$ cat config.mk
export PLATFORM = sky130hd
export DESIGN_NAME = seven_seg_scan
export DESIGN_NICKNAME = d
export VERILOG_FILES = /design/src/rtl/seven_seg_scan.sv
export SDC_FILE = /design/constraint.sdc
export NUM_CORES = 1
export LEC_CHECK = 0
export CAP_MARGIN = 15
export CORE_MARGIN = 3
export CORE_UTILIZATION = 50
export CTS_CLUSTER_SIZE = 30
export DETAILED_ROUTE_END_ITERATION = 10
export PLACE_DENSITY = 0.74
export SETUP_SLACK_MARGIN = 0.5
export SYNTH_ARGS = -nofsm -noshare
export SYNTH_HDL_FRONTEND = slang
export SYNTH_SLANG_ARGS = --single-unit
$ cat constraint.sdc
create_clock -name clk -period 3.1 [get_ports clk]
set_input_delay 0.93 -clock clk [delete_from_list [all_inputs] [get_ports clk]]
set_output_delay 0.93 -clock clk [all_outputs]
set_load 0.02 [all_outputs]
$ cat src/rtl/seven_seg_scan.sv
// -----------------------------------------------------------------------------
// seven_seg_scan
//   Time-multiplexed driver for NUM_DIGITS common-anode seven-segment digits.
//   Full hex decode, per-digit decimal point, active-low segment/anode outputs.
//   Display data is double-buffered (shadow -> active). The active copy only
//   changes at a frame boundary, so a frame never mixes old and new values.
//
//   Optional build macro: SEVEN_SEG_LZB_EN enables leading-zero blanking.
//   Blanked digits keep their anode and decimal point. Digit 0 is never blanked.
//
// Parameters
//   NUM_DIGITS   number of multiplexed digits (1..8)
//   REFRESH_DIV  clock cycles each digit stays selected (>= 2)
//   GUARD        all-anodes-off cycles at the start of each slot (< REFRESH_DIV)
//
// Ports
//   clk         in   system clock, rising edge
//   reset_n     in   synchronous active-low reset
//   data_in     in   hex nibbles, digit i = data_in[4i+3:4i], digit 0 rightmost
//   dp_in       in   decimal point request per digit, 1 = lit
//   load        in   one-cycle strobe capturing data_in/dp_in into the shadow
//   seg_n       out  segments a..g on bits 0..6, active-low
//   dp_n        out  decimal point, active-low
//   an_n        out  digit select, active-low, one-hot-low while a digit is driven
//   frame_done  out  one-cycle pulse on the cycle the scan wraps to digit 0
// -----------------------------------------------------------------------------
module seven_seg_scan #(
   parameter int NUM_DIGITS  = 4,
   parameter int REFRESH_DIV = 50000,
   parameter int GUARD       = 1
) (
   input  logic                    clk,
   input  logic                    reset_n,
   input  logic [4*NUM_DIGITS-1:0] data_in,
   input  logic [NUM_DIGITS-1:0]   dp_in,
   input  logic                    load,
   output logic [6:0]              seg_n,
   output logic                    dp_n,
   output logic [NUM_DIGITS-1:0]   an_n,
   output logic                    frame_done
);

   localparam int CNT_W = (REFRESH_DIV > 1) ? $clog2(REFRESH_DIV) : 1;
   localparam int IDX_W = (NUM_DIGITS > 1) ? $clog2(NUM_DIGITS) : 1;
   localparam logic [CNT_W-1:0] CNT_LAST  = CNT_W'(REFRESH_DIV - 1);
   localparam logic [IDX_W-1:0] IDX_LAST  = IDX_W'(NUM_DIGITS - 1);
   localparam logic [CNT_W:0]   GUARD_LEN = (CNT_W + 1)'(GUARD);

   function automatic logic [6:0] hex_to_seg_n(input logic [3:0] v);
      logic [6:0] s;
      case (v)
         4'h0: s = 7'b1000000;
         4'h1: s = 7'b1111001;
         4'h2: s = 7'b0100100;
         4'h3: s = 7'b0110000;
         4'h4: s = 7'b0011001;
         4'h5: s = 7'b0010010;
         4'h6: s = 7'b0000010;
         4'h7: s = 7'b1111000;
         4'h8: s = 7'b0000000;
         4'h9: s = 7'b0010000;
         4'hA: s = 7'b0001000;
         4'hB: s = 7'b0000011;
         4'hC: s = 7'b1000110;
         4'hD: s = 7'b0100001;
         4'hE: s = 7'b0000110;
         default: s = 7'b0001110;
      endcase
      return s;
   endfunction

   logic [CNT_W-1:0]        cnt_q, cnt_d;
   logic [IDX_W-1:0]        idx_q, idx_d;
   logic [4*NUM_DIGITS-1:0] shadow_q, shadow_d;
   logic [NUM_DIGITS-1:0]   shadow_dp_q, shadow_dp_d;
   logic                    pending_q, pending_d;
   logic [4*NUM_DIGITS-1:0] active_q, active_d;
   logic [NUM_DIGITS-1:0]   active_dp_q, active_dp_d;
   logic [6:0]              seg_n_q, seg_n_d;
   logic                    dp_n_q, dp_n_d;
   logic [NUM_DIGITS-1:0]   an_n_q, an_n_d;
   logic                    frame_done_q, frame_done_d;

   logic                    slot_end;
   logic                    boundary;
   logic [3:0]              cur_nib;
   logic                    cur_dp;
   logic                    cur_blank;
   logic [NUM_DIGITS-1:0]   an_sel_n;
`ifdef SEVEN_SEG_LZB_EN
   logic                    zero_run;
   logic [NUM_DIGITS-1:0]   lzb;
`endif

   always_comb begin
      // Scan position
      slot_end = (cnt_q == CNT_LAST);
      boundary = slot_end && (idx_q == IDX_LAST);
      cnt_d    = slot_end ? '0 : cnt_q + 1'b1;
      idx_d    = idx_q;
      if (slot_end) begin
         idx_d = (idx_q == IDX_LAST) ? '0 : idx_q + 1'b1;
      end
      // frame_done is a flop, so it is pre-decoded from the next position to
      // be high exactly during the wrap cycle.
      frame_done_d = (cnt_d == CNT_LAST) && (idx_d == IDX_LAST);

      // Shadow / active buffering
      shadow_d    = shadow_q;
      shadow_dp_d = shadow_dp_q;
      pending_d   = pending_q;
      active_d    = active_q;
      active_dp_d = active_dp_q;
      if (load) begin
         shadow_d    = data_in;
         shadow_dp_d = dp_in;
         pending_d   = 1'b1;
      end
      if (boundary) begin
         // A load landing on the boundary goes straight to the active copy.
         if (load) begin
            active_d    = data_in;
            active_dp_d = dp_in;
         end else if (pending_q) begin
            active_d    = shadow_q;
            active_dp_d = shadow_dp_q;
         end
         pending_d = 1'b0;
      end

`ifdef SEVEN_SEG_LZB_EN
      // A digit is blank when it and every digit above it are zero.
      zero_run = 1'b1;
      lzb      = '0;
      for (int i = NUM_DIGITS - 1; i >= 1; i--) begin
         zero_run = zero_run && (active_q[4*i +: 4] == 4'h0);
         lzb[i]   = zero_run;
      end
`endif

      // Select the digit currently being scanned
      cur_nib   = 4'h0;
      cur_dp    = 1'b0;
      cur_blank = 1'b0;
      an_sel_n  = '1;
      for (int i = 0; i < NUM_DIGITS; i++) begin
         if (idx_q == IDX_W'(i)) begin
            cur_nib     = active_q[4*i +: 4];
            cur_dp      = active_dp_q[i];
            an_sel_n[i] = 1'b0;
`ifdef SEVEN_SEG_LZB_EN
            cur_blank   = lzb[i];
`endif
         end
      end

      // Registered outputs; all-off during the guard window
      if ({1'b0, cnt_q} < GUARD_LEN) begin
         an_n_d  = '1;
         seg_n_d = 7'h7F;
         dp_n_d  = 1'b1;
      end else begin
         an_n_d  = an_sel_n;
         seg_n_d = cur_blank ? 7'h7F : hex_to_seg_n(cur_nib);
         dp_n_d  = ~cur_dp;
      end
   end

   always_ff @(posedge clk) begin
      if (!reset_n) begin
         cnt_q        <= '0;
         idx_q        <= '0;
         shadow_q     <= '0;
         shadow_dp_q  <= '0;
         pending_q    <= 1'b0;
         active_q     <= '0;
         active_dp_q  <= '0;
         seg_n_q      <= 7'h7F;
         dp_n_q       <= 1'b1;
         an_n_q       <= '1;
         frame_done_q <= 1'b0;
      end else begin
         cnt_q        <= cnt_d;
         idx_q        <= idx_d;
         shadow_q     <= shadow_d;
         shadow_dp_q  <= shadow_dp_d;
         pending_q    <= pending_d;
         active_q     <= active_d;
         active_dp_q  <= active_dp_d;
         seg_n_q      <= seg_n_d;
         dp_n_q       <= dp_n_d;
         an_n_q       <= an_n_d;
         frame_done_q <= frame_done_d;
      end
   end

   assign seg_n      = seg_n_q;
   assign dp_n       = dp_n_q;
   assign an_n       = an_n_q;
   assign frame_done = frame_done_q;

endmodule
-- After elaboration in Yosys (flattened, before gate mapping)
Memories as Yosys holds them, arrays and structs flattened. A register that Yosys moved wholly into a read port is not among the register bits.
Index checks and enable logic that the tools add are counted.
- register bits: 65
- memory bits (read-only): 112
- input bits: 23
- output and inout port bits: 13
- word-level logic and storage cells: 48
- memories: 1
- add/sub/neg operators: 2
- $lt $le $gt $ge: 1
- eq/ne operators: 6
- muxes and demuxes: 19
- bitwise gates (word level): 2
- reductions and logical operators: 7
- memory list (name ; depth ; width ; read ports ; clocked after Yosys merged registers in ; wr ports ; line ; RTL):
    (no name shown) ; 16 ; 7 ; 1 ; 1 ; 0 ; 51 ; case (v)
- operators with widths (cell ; number):
    16-bit 2-to-1 mux ; 3
    16-bit == test, second input constant ; 2
    4-bit 2-to-1 mux ; 6
    16-bit by 1-bit adder with 16-bit output, second input constant ; 1
    16-bit by 1-bit less-than comparator with 1-bit output, second input constant ; 1
    1-bit 2-to-1 mux ; 8
    2-bit == test, second input constant ; 3
    2-bit 2-to-1 mux ; 2
    2-bit OR reduction ; 2
    2-bit by 1-bit adder with 2-bit output, second input constant ; 1
    2-bit by 1-bit == test with 1-bit output, second input constant ; 1
    1-bit logical AND ; 2
    2-bit zero test ; 1
    1-bit NOT ; 2
    2-bit AND reduction ; 1
    2-bit nonzero test ; 1

-- Depth between registers and ports, before layout
Gate-level depths: netlist (run 1).
- depth after elaboration: 6
- depth in mapped cells: 11
- mapped depth without buffers: 10

-- Least setup slack after synthesis (run 1)
No wires, ideal clock.
- path kind: register to register
- from: register idx_q[0]
- to: register seg_n_q[5] (netlist: seg_n[5])
- setup time: 144 ps
- arrival time: 2216 ps
- data required time: 2956 ps
- setup slack: 740 ps
- cell stages (with the launch flop): 11
- buffers on the path: 1
- clock period less this slack: 2360 ps
- path through: dfxtp_1 > ha_1 > clkbuf_1 > nor2b_1 > a221o_1 > a22oi_1 > inv_1 > ha_1 > nor2b_1 > a21oi_1 > o221ai_1
- longest elaborated chain between the ends: 5
- elaborated cells on any way between the ends: 8
- classes of those cells: 3 x eq/ne; 4 x mux; 1 x reduce/logical
- ends and longest elaborated chain (element ; line ; RTL):
    start: declaration ; 73 ; logic [IDX_W-1:0] idx_q, idx_d;
    start signal: assignment ; 184 ; idx_q <= idx_d;
    2-bit zero test ; 147 ; if (idx_q == IDX_W'(i)) begin
    4-bit 2-to-1 mux (3 in a row) ; 147 ;
    4-bit 2-to-1 mux * ; 147 ;
    end: declaration ; 79 ; logic [6:0] seg_n_q, seg_n_d;
Every way passes the cells marked *; elsewhere a longest branch is shown, timed or not.
A chain may end at the register's enable or synchronous reset.

-- Worst setup path after layout (run 1)
- from: register idx_q[1]
- to: register seg_n_q[6] (netlist: seg_n[6])
Same word-level chain as after synthesis.

==> results of run 1 <==
-- path summary, 6_finish.rpt --
kind	startpoint	slack, ps	end
setup / recovery	idx_q[1]	640	seg_n[6]
hold / removal	cnt_q[0]	500	cnt_q[0]
setup reg to reg	idx_q[1]	640	seg_n[6]
hold reg to reg	cnt_q[0]	500	cnt_q[0]
-- cells by family after synthesis --
family                   Yosys count
buffers and inverters             33
AO/OA/AOI/OAI                     36
AND/OR/NAND/NOR                  124
multiplexers                      44
adder cells (fa/ha/maj)           12
XOR/XNOR                          14
flip-flops                        72
-- cells in the final DEF (no fill, tap or decap), types with 2 or more instances in the layout --
cell             count
dfxtp_1             71
clkdlybuf4s50_1     35
and2_1              24
nor2b_1             23
mux2i_1             23
mux2_4              20
nand2_1             19
nor2_1              19
inv_1               13
ha_1                11
a21oi_1              9
clkbuf_8             9
nand3_1              7
o21ai_0              7
nand4_1              7
xor2_1               7
xnor2_1              7
buf_4                7
nor4_1               5
o221ai_1             4
nand2b_1             4
a221o_1              3
nand3b_1             3
a211oi_1             3
a22oi_2              2
nor3b_1              2
a221oi_1             2
a21boi_0             2
and3_1               2
clkinv_4             2
-- registers in the layout, summed over array words and instances (netlist names) --
| name | cells |
|---|---|
| frame_done | 1 |
| idx_q | 2 |
| active_q | 16 |
| pending_q | 1 |
| shadow_q | 16 |
| active_dp_q | 4 |
| dp_n | 1 |
| cnt_q | 16 |
| an_n | 4 |
| seg_n | 7 |
| shadow_dp_q | 4 |
-- power by group through the flow --
stage                     logic [mW]  registers [mW]  clock network, mW
after floorplan               0.0636           0.995                  0
after global placement         0.136           0.985                  0
after detailed placement       0.139           0.986                  0
after CTS                      0.139           0.964              0.728
after global routing           0.151           0.967              0.764
final                          0.137           0.964              0.707
-- routing by layer --
layer	part of all wire	up-vias	track usage
met1	0.47	1124	0.219
met5	0	-	0
met3	0.040	13	0.0564
met4	0.014	0	0.0600
li1	-	1216	-
met2	0.48	48	0.305
-- through the flow --
stage	setup slack, ps	power, mW	util	hold WS [ps]	area [um2]
global route	483	1.88	0.615	539	3950
CTS	556	1.83	0.613	508	3930
detailed placement	375	1.12	0.582	496	3740
floorplan	740	1.06	-	455	3350
global placement	435	1.12	0.582	475	3740
finish	642	1.81	0.615	504	3950
-- cell type report --
cell class / instances / area (um2)
clock buffer: 9 / 124
clock inverter: 5 / 60.1
fill: 554 / 2470
inverter: 14 / 52.6
multi-input combinational: 230 / 1770
sequential: 72 / 1440
tap: 77 / 96.3
timing repair buffer: 42 / 403
-- cells in the mapped netlist (4+ instances only) --
master	number	area share
dfxtp_1	72	0.43
and2_1	24	0.045
mux2i_1	23	0.069
nor2b_1	23	0.043
mux2_4	20	0.090
nand2_1	19	0.021
nor2_1	19	0.021
inv_1	14	0.016
clkbuf_1	12	0.013
ha_1	12	0.045
a21oi_1	9	0.013
nand3_1	7	0.010
nand4_1	7	0.013
o21ai_0	7	0.010
xnor2_1	7	0.018
xor2_1	7	0.018
nor4_1	5	0.0093
buf_2	4	0.0060
nand2b_1	4	0.0075
o221ai_1	4	0.010
-- what timing repair did --
action | 4_1_cts | 5_1_grt
endpoints found under the setup margin | 5 | 5
pin swaps | 0 | 1
resized for setup | 2 | 3
buffers inserted | 0 | 2
==> metrics.cfg, run 1 <==
[run]
drv_cap = 0

[drt]
totalWireLength_mm = 6.43
drt_iter0_markers = 78
vias = 2401
viasPerCell = 5.35
drt_pass1_iterations = 5
drc = 0
antenna_left = 0
wl_per_cell_um = 14.3

[power_and_ir_drop]
swShare = 0.231
p_comb_frac = 0.076
ir_drop_v = 0.000325
pwr-share-seq = 0.533
leakage_nw = 1.60
power_switching_uw = 418
clkPwrFrac = 0.391
powerDensity_mw_per_mm2 = 457
p_int_mw = 1.39

[critical_path]
worstPathRequired_ps = 3290
slowest_delay_ps = 400
slowest_stage = dfxtp_1
critPathBufInv = 2
start_kind = flip-flop
worstPathMaxFanout = 5
crit_chain = inv_1 > ha_1 > nor2b_1 > a221o_1 > a22oi_2 > inv_1 > ha_1 > nor2b_1 > a21oi_1 > o221ai_1
endpoint_kind = flip-flop
arrival_ps = 2650
reg2reg_depth = 10
worst-path-stages = 10
crit_family = compound AO/OA/AOI/OAI gates
crit_type = flip-flop to flip-flop

[sta]
min_period_over_period = 0.793
finClkSkew_ps = 8.15
timing.fmax_ghz = 0.407
relSlewSlack = 0.585
period_needed_ps = 2460
setup_viol_count_final = 0
tightest_slew_ps = 623
slew_violations = 0
hold_violations = 0
setup_tns_ps = 0
rsz0062_at_grt = false

[synth]
syn_area_per_cell_um2 = 9.99
ys_warn_count = 0
synthCells = 335
synth_xor_area_frac = 0.0366
ys_async_sr_fraction = 0
synth_top_family_by_area = simple AND/OR/NAND/NOR gates
muxShareOfSynthArea = 0.162
synth-seq-cells = 72
yosysUniqueCellTypes = 44
ys.flop_type = dfxtp_1
synth-simple-area-share = 0.210
syn-cell-area_mm2 = 0.00335
synth_edf_count = 0
synth-seq-area-share = 0.431
syn_nets = 370
yosys.area_share.adder = 0.0449
synth_compound_area_frac = 0.0733

[grt]
overflow = 0
grt_max_degree = 25
grt_pass1_wl_mm = 10.9
grt_pass1_vias = 2394
track_usage = 0.181
grt_antenna_before_repair = 0

[clock_network]
clkSinkCount = 72
clock_latency_ps = 340
ctsHoldBuffers = 0
cts_tree = built
cts_max_level = 3
cts_buffers = 9
root_buffer = clkbuf_8
clk_path_buf_depth = 2
clk_pin_slew_ps = 70

[place]
routabilityCongestion = 0.884
dp_hpwl_mm = 4.42
port_buffers = 35
place_inst = 433

[floorplan]
dieArea_mm2 = 0.00771
num_rows = 29
ioPinCount = 36
coreArea_mm2 = 0.00642
die_h_um = 87.8
start_util = 0.521
fp.dieW_um = 87.8

[finish]
fin_cells = 449
antenna_cells = 0
drive_gt1_frac = 0.142
nNetsFinal = 404
syn_to_final_growth_pct = 18.1

[outcome]
status = completed

[min_path]
worstHoldPathType = flip-flop to flip-flop
min_path_cells = 1

Note: power is estimated with default switching activity, not from simulation.
==> inputs of run 2 (changes only) <==
- PLACE_DENSITY: 0.74 -> 0.77
- clock period: 3.1 -> 2.2 ns (I/O delays scaled with it)
==> run 2 against run 1 <==
Against the previous run:
- design area rose by 18%
- global-route usage rose by 3.1 points
- fmax rose by 16%
- sequential cell count did not move
- die area did not move
- critical path type unchanged
- critical endpoint is now frame_done
- largest cell class unchanged
- largest power group unchanged
==> metrics.cfg, run 2 (same netlist as run 1, synthesis figures left out) <==
[outcome]
status = completed

[finish]
syn_to_final_growth_pct = 39.6
final_cell_mix = dfxtp_1, buf_4, and2_1, mux2i_1, clkdlybuf4s50_1
fin_util = 0.728  ; +0.112
nNetsFinal = 450  ; +11%
nFillCells = 391  ; -29%
fin_area_mm2 = 0.00467  ; +18%
top_regs = active_q: 16 flops, cnt_q: 16 flops, shadow_q: 16 flops
antenna_cells = 0  ; unchanged
fin_cells = 496  ; +10%
final_common_cell = dfxtp_1
drive_gt1_frac = 0.363  ; +0.220

[sta]
setup_viol_count_final = 0  ; unchanged
rsz0062_at_grt = true
postLayoutSetupSlackWorst_ps = 73.7  ; -568 ps
relSlewSlack = 0.668  ; +0.0834
min_period_over_period = 0.967  ; +0.173
setup_tns_ps = 0  ; unchanged
finClkSkew_ps = 11.2  ; +3.02 ps
slew_violations = 0  ; unchanged
hold_violations = 0  ; unchanged
timing.fmax_ghz = 0.470  ; +16%
hold_ws_ps = 527  ; +22.9 ps
tightest_slew_ps = 493  ; -130 ps
period_needed_ps = 2130  ; -332 ps

[critical_path]
crit_type = flip-flop to flip-flop
worstPathMaxFanout = 3  ; -2
slowest_stage = dfxtp_4
critPathBufInv = 8  ; +6
slowest_delay_ps = 360  ; -40 ps
worstPathRequired_ps = 2440  ; -850 ps
crit_chain = nor3_4 > buf_6 > buf_6 > buf_6 > buf_6 > buf_6 > buf_6 > buf_6 > nand4_1 > o21ai_2 > buf_4 > nor2_2 > and3_1
arrival_ps = 2360  ; -290 ps
endpoint_kind = flip-flop
start_kind = flip-flop
crit_family = buffers and inverters
crit_top_cell = buf_6

[floorplan]
num_rows = 29  ; unchanged
fp.dieW_um = 87.8  ; unchanged
start_util = 0.521  ; unchanged
coreArea_mm2 = 0.00642  ; unchanged
die_h_um = 87.8  ; unchanged
ioPinCount = 36  ; unchanged
dieArea_mm2 = 0.00771  ; unchanged

[run]
drv_cap = 0  ; unchanged

[clock_network]
cts_buffers = 9  ; unchanged
clk_pin_slew_ps = 70  ; about the same
clk_path_buf_depth = 2  ; unchanged
root_buffer = clkbuf_8
clkSinkCount = 72  ; unchanged
cts_max_level = 3  ; unchanged
cts_tree = built
clock_latency_ps = 360  ; +20 ps

[grt]
grt_pass1_wl_mm = 12.7  ; +17%
overflow = 0  ; unchanged
grt_max_degree = 36  ; +44%
track_usage = 0.212  ; +0.0314
grt_pass1_vias = 2716  ; +13%
grt_antenna_before_repair = 0  ; unchanged

[drt]
drt_pass1_iterations = 6  ; +1
viasPerCell = 5.74  ; +7.3%
drt_iter0_markers = 239  ; +210%
drc = 0  ; unchanged
wl_per_cell_um = 17.9  ; +25%
vias = 2847  ; +19%
totalWireLength_mm = 8.87  ; +38%
antenna_left = 0  ; unchanged

[place]
place_area_mm2 = 0.00396  ; +5.9%
place_inst = 446  ; +3.0%
dp_hpwl_mm = 4.69  ; +6.0%
port_buffers = 35  ; unchanged
place_ws_ps = -9.03  ; -384 ps
routabilityCongestion = 0.872  ; -1.4%

[min_path]
worstHoldPathType = flip-flop to flip-flop

[power_and_ir_drop]
post-layout-total-power_mw = 2.59  ; +43%
ir_drop_v = 0.000412  ; +27%
leakage_nw = 1.90  ; +19%
powerDensity_mw_per_mm2 = 554  ; +21%

[run 2: cell type report]
cell class,instances,area [um2],area share
repair buffers,88,827,0.177
flip-flops and latches,72,1470,0.315
clock buffers,9,124,0.0265
clock inverters,6,60.1,0.0129
inverters,14,57.6,0.0123
multi-input cells,230,2040,0.436
well taps,77,96.3,0.0206
[run 2: worst min-delay path: stages (launching register included)]
cell and delay [ps]:
dfxtp_1 300, mux2i_1 110, nor2b_1 70
[run 2: what timing repair did]
item                                    in CTS  in global routing
gates resized for setup                     54                 35
pin swaps                                   15                 16
hold buffers                                 0                  0
endpoints found under the setup margin      42                 46
cloned                                       2                  1
buffers inserted                            22                 10
[run 2: worst paths after layout]
check                       from              to  slack (ps)  cells after the start
hold reg to reg   shadow_dp_q[3]  shadow_dp_q[3]         530                      2
setup / recovery        cnt_q[4]      frame_done          70                     13
hold / removal    shadow_dp_q[3]  shadow_dp_q[3]         530                      2
setup reg to reg        cnt_q[4]      frame_done          70                     13
[run 2: layer usage]
metal  vias to the layer above  GRT usage  part of all wire
met5                         -          0                 0
met4                         0      0.119             0.053
met3                        50     0.0292             0.058
met2                       140      0.349              0.47
met1                      1342      0.267              0.41
li1                       1315          -                 -
[run 2: report_power, final]
part | internal, mW | total [mW] | switching [mW]
clock network | 0.514 | 1.02 | 0.505
logic | 0.111 | 0.220 | 0.109
registers | 1.34 | 1.35 | 0.0151
==> inputs of run 3 (changes only) <==
- ABC_AREA: default -> 0
- GPL_ROUTABILITY_DRIVEN: default -> 0
==> results of run 3 <==
No change in the layout: final DEF, timing and power equal those of run 2.
